File: src/rtl/i3c_bus_monitor.sv
// I3C/I2C bus monitor: deglitches synchronized SCL/SDA, derives edge and
// START/repeated-START/STOP strobes, and tracks FREE/IDLE/BUSY bus state.
module i3c_bus_monitor #(
  parameter int FiltW    = 4,
  parameter int IdleCntW = 20
) (
  input  logic                clk_i,
  input  logic                rst_i,
  input  logic                enable_i,
  input  logic                scl_i,
  input  logic                sda_i,
  input  logic [FiltW-1:0]    filt_cycles_i,
  input  logic [IdleCntW-1:0] t_idle_i,
  output logic                scl_o,
  output logic                sda_o,
  output logic                scl_posedge_o,
  output logic                scl_negedge_o,
  output logic                start_det_o,
  output logic                rstart_det_o,
  output logic                stop_det_o,
  output logic                bus_busy_o,
  output logic                bus_idle_o
);

  typedef enum logic [1:0] {
    BUS_FREE,
    BUS_IDLE,
    BUS_BUSY
  } bus_state_e;

  // Bit 1 carries SCL, bit 0 carries SDA throughout.
  logic [1:0]            raw;
  logic [1:0]            stable_q;
  logic [1:0]            prev_q;
  logic [1:0][FiltW-1:0] filt_cnt_q;

  bus_state_e            state_q, state_d;
  logic [IdleCntW-1:0]   idle_cnt_q, idle_cnt_d;

  logic                  hold_reset;
  logic                  both_high;
  logic                  start_cond;
  logic                  stop_cond;

  assign raw        = {scl_i, sda_i};
  assign hold_reset = rst_i | ~enable_i;

  // A level change is accepted only once it has persisted N+1 cycles; the
  // counter stops at N, so it cannot wrap.
  always_ff @(posedge clk_i) begin
    if (hold_reset) begin
      stable_q   <= 2'b11;
      prev_q     <= 2'b11;
      filt_cnt_q <= '0;
    end else begin
      // NOTE: sequential state uses non-blocking assignments so every
      // register samples pre-edge values, independent of statement order.
      prev_q <= stable_q;
      for (int i = 0; i < 2; i++) begin
        if (raw[i] == stable_q[i]) begin
          filt_cnt_q[i] <= '0;
        end else if (filt_cnt_q[i] >= filt_cycles_i) begin
          stable_q[i]   <= raw[i];
          filt_cnt_q[i] <= '0;
        end else begin
          filt_cnt_q[i] <= filt_cnt_q[i] + FiltW'(1);
        end
      end
    end
  end

  assign scl_o = stable_q[1];
  assign sda_o = stable_q[0];

  assign scl_posedge_o = stable_q[1] & ~prev_q[1];
  assign scl_negedge_o = ~stable_q[1] & prev_q[1];

  // SCL must be high on both sides of the SDA transition, so simultaneous
  // SCL/SDA changes never qualify.
  assign start_cond = prev_q[1] & stable_q[1] & prev_q[0] & ~stable_q[0];
  assign stop_cond  = prev_q[1] & stable_q[1] & ~prev_q[0] & stable_q[0];

  assign start_det_o  = start_cond & (state_q != BUS_BUSY);
  assign rstart_det_o = start_cond & (state_q == BUS_BUSY);
  assign stop_det_o   = stop_cond;

  assign both_high = stable_q[1] & stable_q[0];

  always_comb begin
    // NOTE: defaults first so every path assigns every output; no latches.
    state_d    = state_q;
    idle_cnt_d = '0;
    case (state_q)
      BUS_FREE: begin
        if (start_cond) begin
          state_d = BUS_BUSY;
        end else if (both_high && (idle_cnt_q >= t_idle_i)) begin
          state_d = BUS_IDLE;
        end else if (both_high) begin
          idle_cnt_d = (&idle_cnt_q) ? idle_cnt_q : idle_cnt_q + IdleCntW'(1);
        end
      end
      BUS_IDLE: begin
        if (start_cond) begin
          state_d = BUS_BUSY;
        end else if (!both_high) begin
          state_d = BUS_FREE;
        end
      end
      BUS_BUSY: begin
        if (stop_cond) begin
          state_d = BUS_FREE;
        end
      end
      default: state_d = BUS_FREE;
    endcase
  end

  always_ff @(posedge clk_i) begin
    if (hold_reset) begin
      state_q    <= BUS_FREE;
      idle_cnt_q <= '0;
    end else begin
      state_q    <= state_d;
      idle_cnt_q <= idle_cnt_d;
    end
  end

  assign bus_busy_o = (state_q == BUS_BUSY);
  assign bus_idle_o = (state_q == BUS_IDLE);

endmodule

File: config.mk
export PLATFORM = sky130hd
export DESIGN_NAME = i3c_bus_monitor
export DESIGN_NICKNAME = d
export VERILOG_FILES = /design/src/rtl/i3c_bus_monitor.sv
export SDC_FILE = /design/constraint.sdc
export NUM_CORES = 1
export LEC_CHECK = 0
export CORE_UTILIZATION = 48
export CTS_BUF_LIST = sky130_fd_sc_hd__clkbuf_4 sky130_fd_sc_hd__clkbuf_8 sky130_fd_sc_hd__clkbuf_16
export DETAILED_ROUTE_END_ITERATION = 8
export PLACE_DENSITY = 0.74
export SYNTH_ARGS = -nofsm -noshare
export SYNTH_HDL_FRONTEND = slang
export SYNTH_SLANG_ARGS = --single-unit
File: constraint.sdc
create_clock -name clk_i -period 2.3 [get_ports clk_i]
set_input_delay 0.46 -clock clk_i [delete_from_list [all_inputs] [get_ports clk_i]]
set_output_delay 0.46 -clock clk_i [all_outputs]
set_load 0.1 [all_outputs]
== Word level (Yosys, flattened, before mapping) ==
Cells that the tools add are included.
W data, S select, Z words.
Operators by class
  add/sub/neg operators: 3
  order comparisons: 3
  eq/ne operators: 8
  mux-type cells: 6
  bitwise operators: 20
  reduce and logical (&&, ||, !) cells: 9
Operator list (count)
  $add A20 B1 Y20 const B: 1
  $ge A20 B20 Y1: 1
  $reduce_and A20 Y1: 1
  $and A1 B1 Y1: 10
  $mux W2: 5
  $not A1 Y1: 9
  $add A4 B1 Y4 const B: 2
  $ge A4 B4 Y1: 2
  $pmux W2 S3: 1
  $reduce_or A3 Y1: 2
  $reduce_or A5 Y1: 1
  $ne A2 B2 Y1 const B: 2
  $reduce_and A2 Y1: 2
  $ne A3 B2 Y1 const B: 1
  $ne A3 B3 Y1 const B: 1
  $reduce_and A3 Y1: 1
  $eq A1 B1 Y1: 2
  $eq A2 B1 Y1 const B: 1
  $eq A2 B2 Y1 const B: 1
  $logic_not A2 Y1: 1
  $logic_and A1 B1 Y1: 1
  $or A1 B1 Y1: 1
Storage, ports and cells
  flip-flop bits (word level): 34
  input bits: 29
  output and inout bits: 9
  logic and storage cells: 56

== Logic depth before layout (Yosys ltp) ==
Gate-level depths: netlist of the first run.
  depth in word-level cells: 5
  mapped depth: 9
  gate-level depth less buffers: 8

== Least setup slack after synthesis of the first run ==
No wires, ideal clock.
  path kind: register to output
  start: register state_q[1]
  end: output rstart_det_o
  arrival time: 4.111 ns
  required time: 1.840 ns
  slack: -2.271 ns
  cell stages (with the launch flop): 3
  buffers on the path: 0
  cell sequence: dfxtp_1 > nor2b_1 > nor3b_1
On the way
  cells in the longest elaborated chain, start to end: 2
RTL lines
  start, declared: RTL line 37  | bus_state_e state_q, state_d;
  start signal, assigned: RTL line 124  | state_q <= state_d;
  $eq A2 B2 Y1
  named net bus_busy_o: RTL line 21  | output logic bus_busy_o,
  $and A1 B1 Y1: RTL line 84  | assign rstart_det_o = start_cond & (state_q == BUS_BUSY);
  end, declared: RTL line 19  | output logic rstart_det_o,
The timed path passes the listed nets, and every way through them passes these cells.

== Worst setup path after layout of the first run ==
  start: input t_idle_i[19]
  end: register idle_cnt_q[7]
On the way
  cells in the longest elaborated chain, start to end: 3
RTL lines
  start, declared: RTL line 13  | input logic [IdleCntW-1:0] t_idle_i,
  $ge A20 B20 Y1: RTL line 97  | end else if (both_high && (idle_cnt_q >= t_idle_i)) begin
  $logic_and A1 B1 Y1: RTL line 97
  $reduce_or A5 Y1 (no line)
  end signal, assigned: RTL line 125  | idle_cnt_q <= idle_cnt_d;
  end, declared: RTL line 38  | logic [IdleCntW-1:0] idle_cnt_q, idle_cnt_d;
No other way between the ends.
A chain may end at the register's enable or synchronous reset.

==> results of run 1 <==
==> sequential cells by signal (all words and copies together) (netlist names) <==
| register | cells |
|---|---|
| filt_cnt_q | 8 |
| idle_cnt_q | 20 |
| prev_q | 2 |
| stable_q | 2 |
| state_q | 2 |
==> Yosys cell counts, drive strengths merged, types with 4 or more instances <==
library cell and n:
a21o 4, nor2b 7, xor2 12, nor2 33, dfxtp 34, nand4 8, o21ai 6, inv 30
xnor2 7, nand3 12, and4 4, a211oi 4, nor3 11, ha 31, a21oi 16, nand2 17
and3 6
==> through the flow <==
step / util / hold slack, ns / power (mW)
2_1_floorplan: - / 0.430 / 0.683
3_3_place_gp: 0.615 / 0.447 / 0.748
3_5_place_dp: 0.615 / 0.450 / 0.751
4_1_cts: 0.647 / 0.464 / 1.19
5_1_grt: 0.685 / 0.497 / 1.24
6_report: 0.685 / 0.458 / 1.19
==> worst reg2reg max path, stage by stage, from the launching register on <==
cell      delay, ns
dfxtp_1        0.46
ha_4           0.25
a21oi_2        0.13
o21ai_2        0.07
a211oi_2       0.21
o211ai_1       0.20
or3_4          0.47
a311oi_2       0.24
==> power by group through the flow <==
stage / Clock (mW) / Sequential [mW] / Combinational [mW]
after floorplan: 0 / 0.614 / 0.0682
after global placement: 0 / 0.611 / 0.137
after detailed placement: 0 / 0.611 / 0.140
after CTS: 0.442 / 0.598 / 0.150
after global routing: 0.466 / 0.599 / 0.178
final: 0.428 / 0.598 / 0.160
==> cell families (layout without fill, tap and decap cells) <==
kind of cell / Yosys count / after routing
xor gates and xnor gates: 19 / 19
buffers and inverters: 33 / 80
and+or+nand+nor: 110 / 112
DFF: 34 / 34
adders and majority gates: 31 / 31
AOI/OAI and AO/OA: 34 / 34
muxes: 2 / 2
==> worst paths after layout <==
kind                   from              to  slack (ns)  cells past startpoint
max            t_idle_i[19]   idle_cnt_q[7]        0.02                      8
min           filt_cnt_q[4]   filt_cnt_q[4]        0.46                      1
max reg2reg  idle_cnt_q[13]  idle_cnt_q[10]        0.18                      7
min reg2reg   filt_cnt_q[4]   filt_cnt_q[4]        0.46                      1
==> routing by layer <==
| metal | routed length, um | part of all wire | vias up | track usage |
|---|---|---|---|---|
| met3 | 188 | 0.040 | 10 | 0.0407 |
| met5 | 0 | 0 | - | 0 |
| met4 | 87 | 0.018 | 0 | 0.0726 |
| li1 | - | - | 1001 | - |
| met1 | 2240 | 0.47 | 857 | 0.261 |
| met2 | 2210 | 0.47 | 45 | 0.334 |
==> final cells by class <==
class,instances,area share
inverter,30,0.0378
clock buffer,7,0.0281
tap,52,0.0218
timing repair buffer,43,0.149
sequential,34,0.230
multi-input combinational,198,0.533
==> layout by cell type, fill, tap and decap left out, types with 2 or more instances in the layout <==
cell | synthesis | routed
a211oi_2 | 1 | 2
clkbuf_4 | 0 | 2
dlymetal6s2s_1 | 0 | 11
and4_1 | 4 | 3
ha_2 | 0 | 2
nand2b_1 | 3 | 3
buf_12 | 0 | 2
nand2_1 | 17 | 15
buf_4 | 0 | 13
xor2_1 | 12 | 12
inv_2 | 0 | 8
ha_1 | 31 | 19
nor3_2 | 2 | 2
ha_4 | 0 | 10
a211oi_1 | 3 | 2
nand2_2 | 0 | 2
a21oi_1 | 15 | 12
clkdlybuf4s50_1 | 0 | 17
and3_1 | 6 | 6
nor2_1 | 33 | 33
mux2i_1 | 2 | 2
nor2b_1 | 7 | 5
xnor2_1 | 7 | 7
nor3_1 | 9 | 8
clkbuf_8 | 0 | 5
o21ai_1 | 2 | 2
and2_1 | 2 | 2
nand3_1 | 11 | 11
a21o_1 | 4 | 4
or3_4 | 1 | 3
a21oi_2 | 1 | 4
inv_1 | 30 | 22
dfxtp_1 | 34 | 32
o21ai_0 | 4 | 3
nor3b_4 | 0 | 2
nand4_1 | 8 | 8
==> repair_timing <==
action,in CTS,in global routing
gates cloned,2,0
gates resized for setup,6,37
buffers inserted,0,1
endpoints found under the hold margin,0,0
pin swaps,10,18
endpoints found under the setup margin,20,20
==> results.py, run 1 <==
metrics = {
    "outcome": {
        "status": "finished, final reports clean",
    },
    "critical_path": {
        "crit_path_cell_trace": "clkdlybuf4s50_1, inv_1, ha_4, and4_4, nand2_1, nor4_2, or3_4, nor2_1",
        "cp_num_buf_inv": 2,
        "cp.arrival_ns": 2.45,
        "critPathLaunchType": "input port",
        "criticalPathCategory": "input port to flip-flop",
        "crit_family": "simple AND/OR/NAND/NOR gates",
        "cp-end-kind": "flip-flop",
        "crit_fanout": 10,
        "crit_required_ns": 2.47,
        "crit_slowest_cell": "nor4_2",
        "slowest_delay_ns": 0.52,
    },
    "die": {
        "num_rows": 24,
        "dieArea_mm2": 0.00480,
        "num_io_pins": 38,
        "initial_utilization": 0.499,
        "die_y_um": 69.3,
        "core_mm2": 0.00435,
        "fp.dieW_um": 69.3,
    },
    "clock_tree": {
        "root_buffer": "clkbuf_8",
        "clk_path_buf_depth": 2,
        "clk_latency_ns": 0.28,
        "cts_tree": "done",
        "htree_levels": 2,
        "cts-hold-fix-buffers": 0,
        "numClockSinks": 34,
        "cts_buffers": 5,
        "clkTransAtPathRegs_ns": 0.06,
    },
    "timing": {
        "hold_violations": 0,
        "setup_viol": 0,
        "fin_ws_ns": 0.0183,
        "drv_slew": 0,
        "fmax_mhz": 438,
        "timing.final.crit_period_ns": 2.28,
        "fin_crit_sh": 0.992,
        "setup_tns_ns": 0,
        "tightest_slew_ns": 0.535,
        "max-slew-margin-rel": 0.640,
        "fin_skew_ns": 0.00628,
    },
    "synthesis": {
        "synthArstFlopShare": 0,
        "syn-num-nets": 323,
        "synth_area_per_cell_um2": 8.26,
        "ys_warn_count": 0,
        "synth_fa_ha_area_frac": 0.178,
        "synthCells": 263,
        "synth_top_area_frac": 0.313,
        "yosys.area.top_type": "dfxtp_1",
        "synth_seq_cells": 34,
        "ys_seq_area_frac": 0.313,
        "synth_top_family_by_area": "simple AND/OR/NAND/NOR gates",
        "synth_compound_area_frac": 0.0990,
        "synth_top_flop_cell": "dfxtp_1",
        "synth_mux_area_frac": 0.00921,
        "synth.area.top_cells": "dfxtp_1 31%, ha_1 18%, nor2_1 5.7%",
        "syn_area_mm2": 0.00217,
        "synth_edf_count": 0,
        "synth_xor_area_frac": 0.0766,
        "ys_types": 38,
        "yosys.area_share.simple": 0.262,
    },
    "placement": {
        "dp_hpwl_um": 3280,
        "post_dp_cell_area_mm2": 0.00268,
        "place_inst": 354,
        "port_buffers": 37,
        "place_congestion": 0.791,
        "dp_slack_ns": -0.397,
    },
    "detailed_routing": {
        "vias_per_cell": 5.26,
        "via_count": 1913,
        "postRouteWirelength_um": 4720,
        "wl_per_cell_um": 13.0,
        "ant_nets": 0,
        "drt_iter0_drc": 105,
        "dr.pass1.iters": 4,
        "drc": 0,
    },
    "grt": {
        "antenna_found_initial": 0,
        "grt-ovfl-total": 0,
        "grt_pass1_vias": 1812,
        "grt_max_degree": 11,
        "groute.usage.overall": 0.202,
        "grt_first_pass_wirelength_um": 7860,
    },
    "power_and_ir_drop": {
        "leakagePower_nw": 1.31,
        "power.internal_mw": 0.910,
        "vdd_drop_max_mv": 0.242,
        "power_frac_seq": 0.504,
        "combinationalPowerShare": 0.135,
        "power_frac_clock": 0.361,
        "power_density_mw_per_mm2": 398,
        "p_switching_mw": 0.276,
        "netSwitchingFraction": 0.233,
    },
    "finish": {
        "drive_gt1_frac": 0.218,
        "nNetsFinal": 372,
        "instances_no_fill": 364,
        "n_fill_cell": 361,
        "design_area_mm2": 0.00298,
        "diodes": 0,
        "regArea_um2": 686,
        "multiInputGateArea_mm2": 0.00159,
        "area_delta_synth_final_pct": 37.2,
    },
    "flow_run": {
        "maxCapViolCount": 0,
    },
    "worst_hold_path": {
        "hold_class": "flip-flop to flip-flop",
    },
}
(Power assumes the default switching activity.)
==> run 2, diff against run 1 <==
- ABC_CLOCK_PERIOD_IN_PS: not set -> 2300
==> results of run 2 <==
No change in the layout: final DEF, timing and power equal those of run 1.
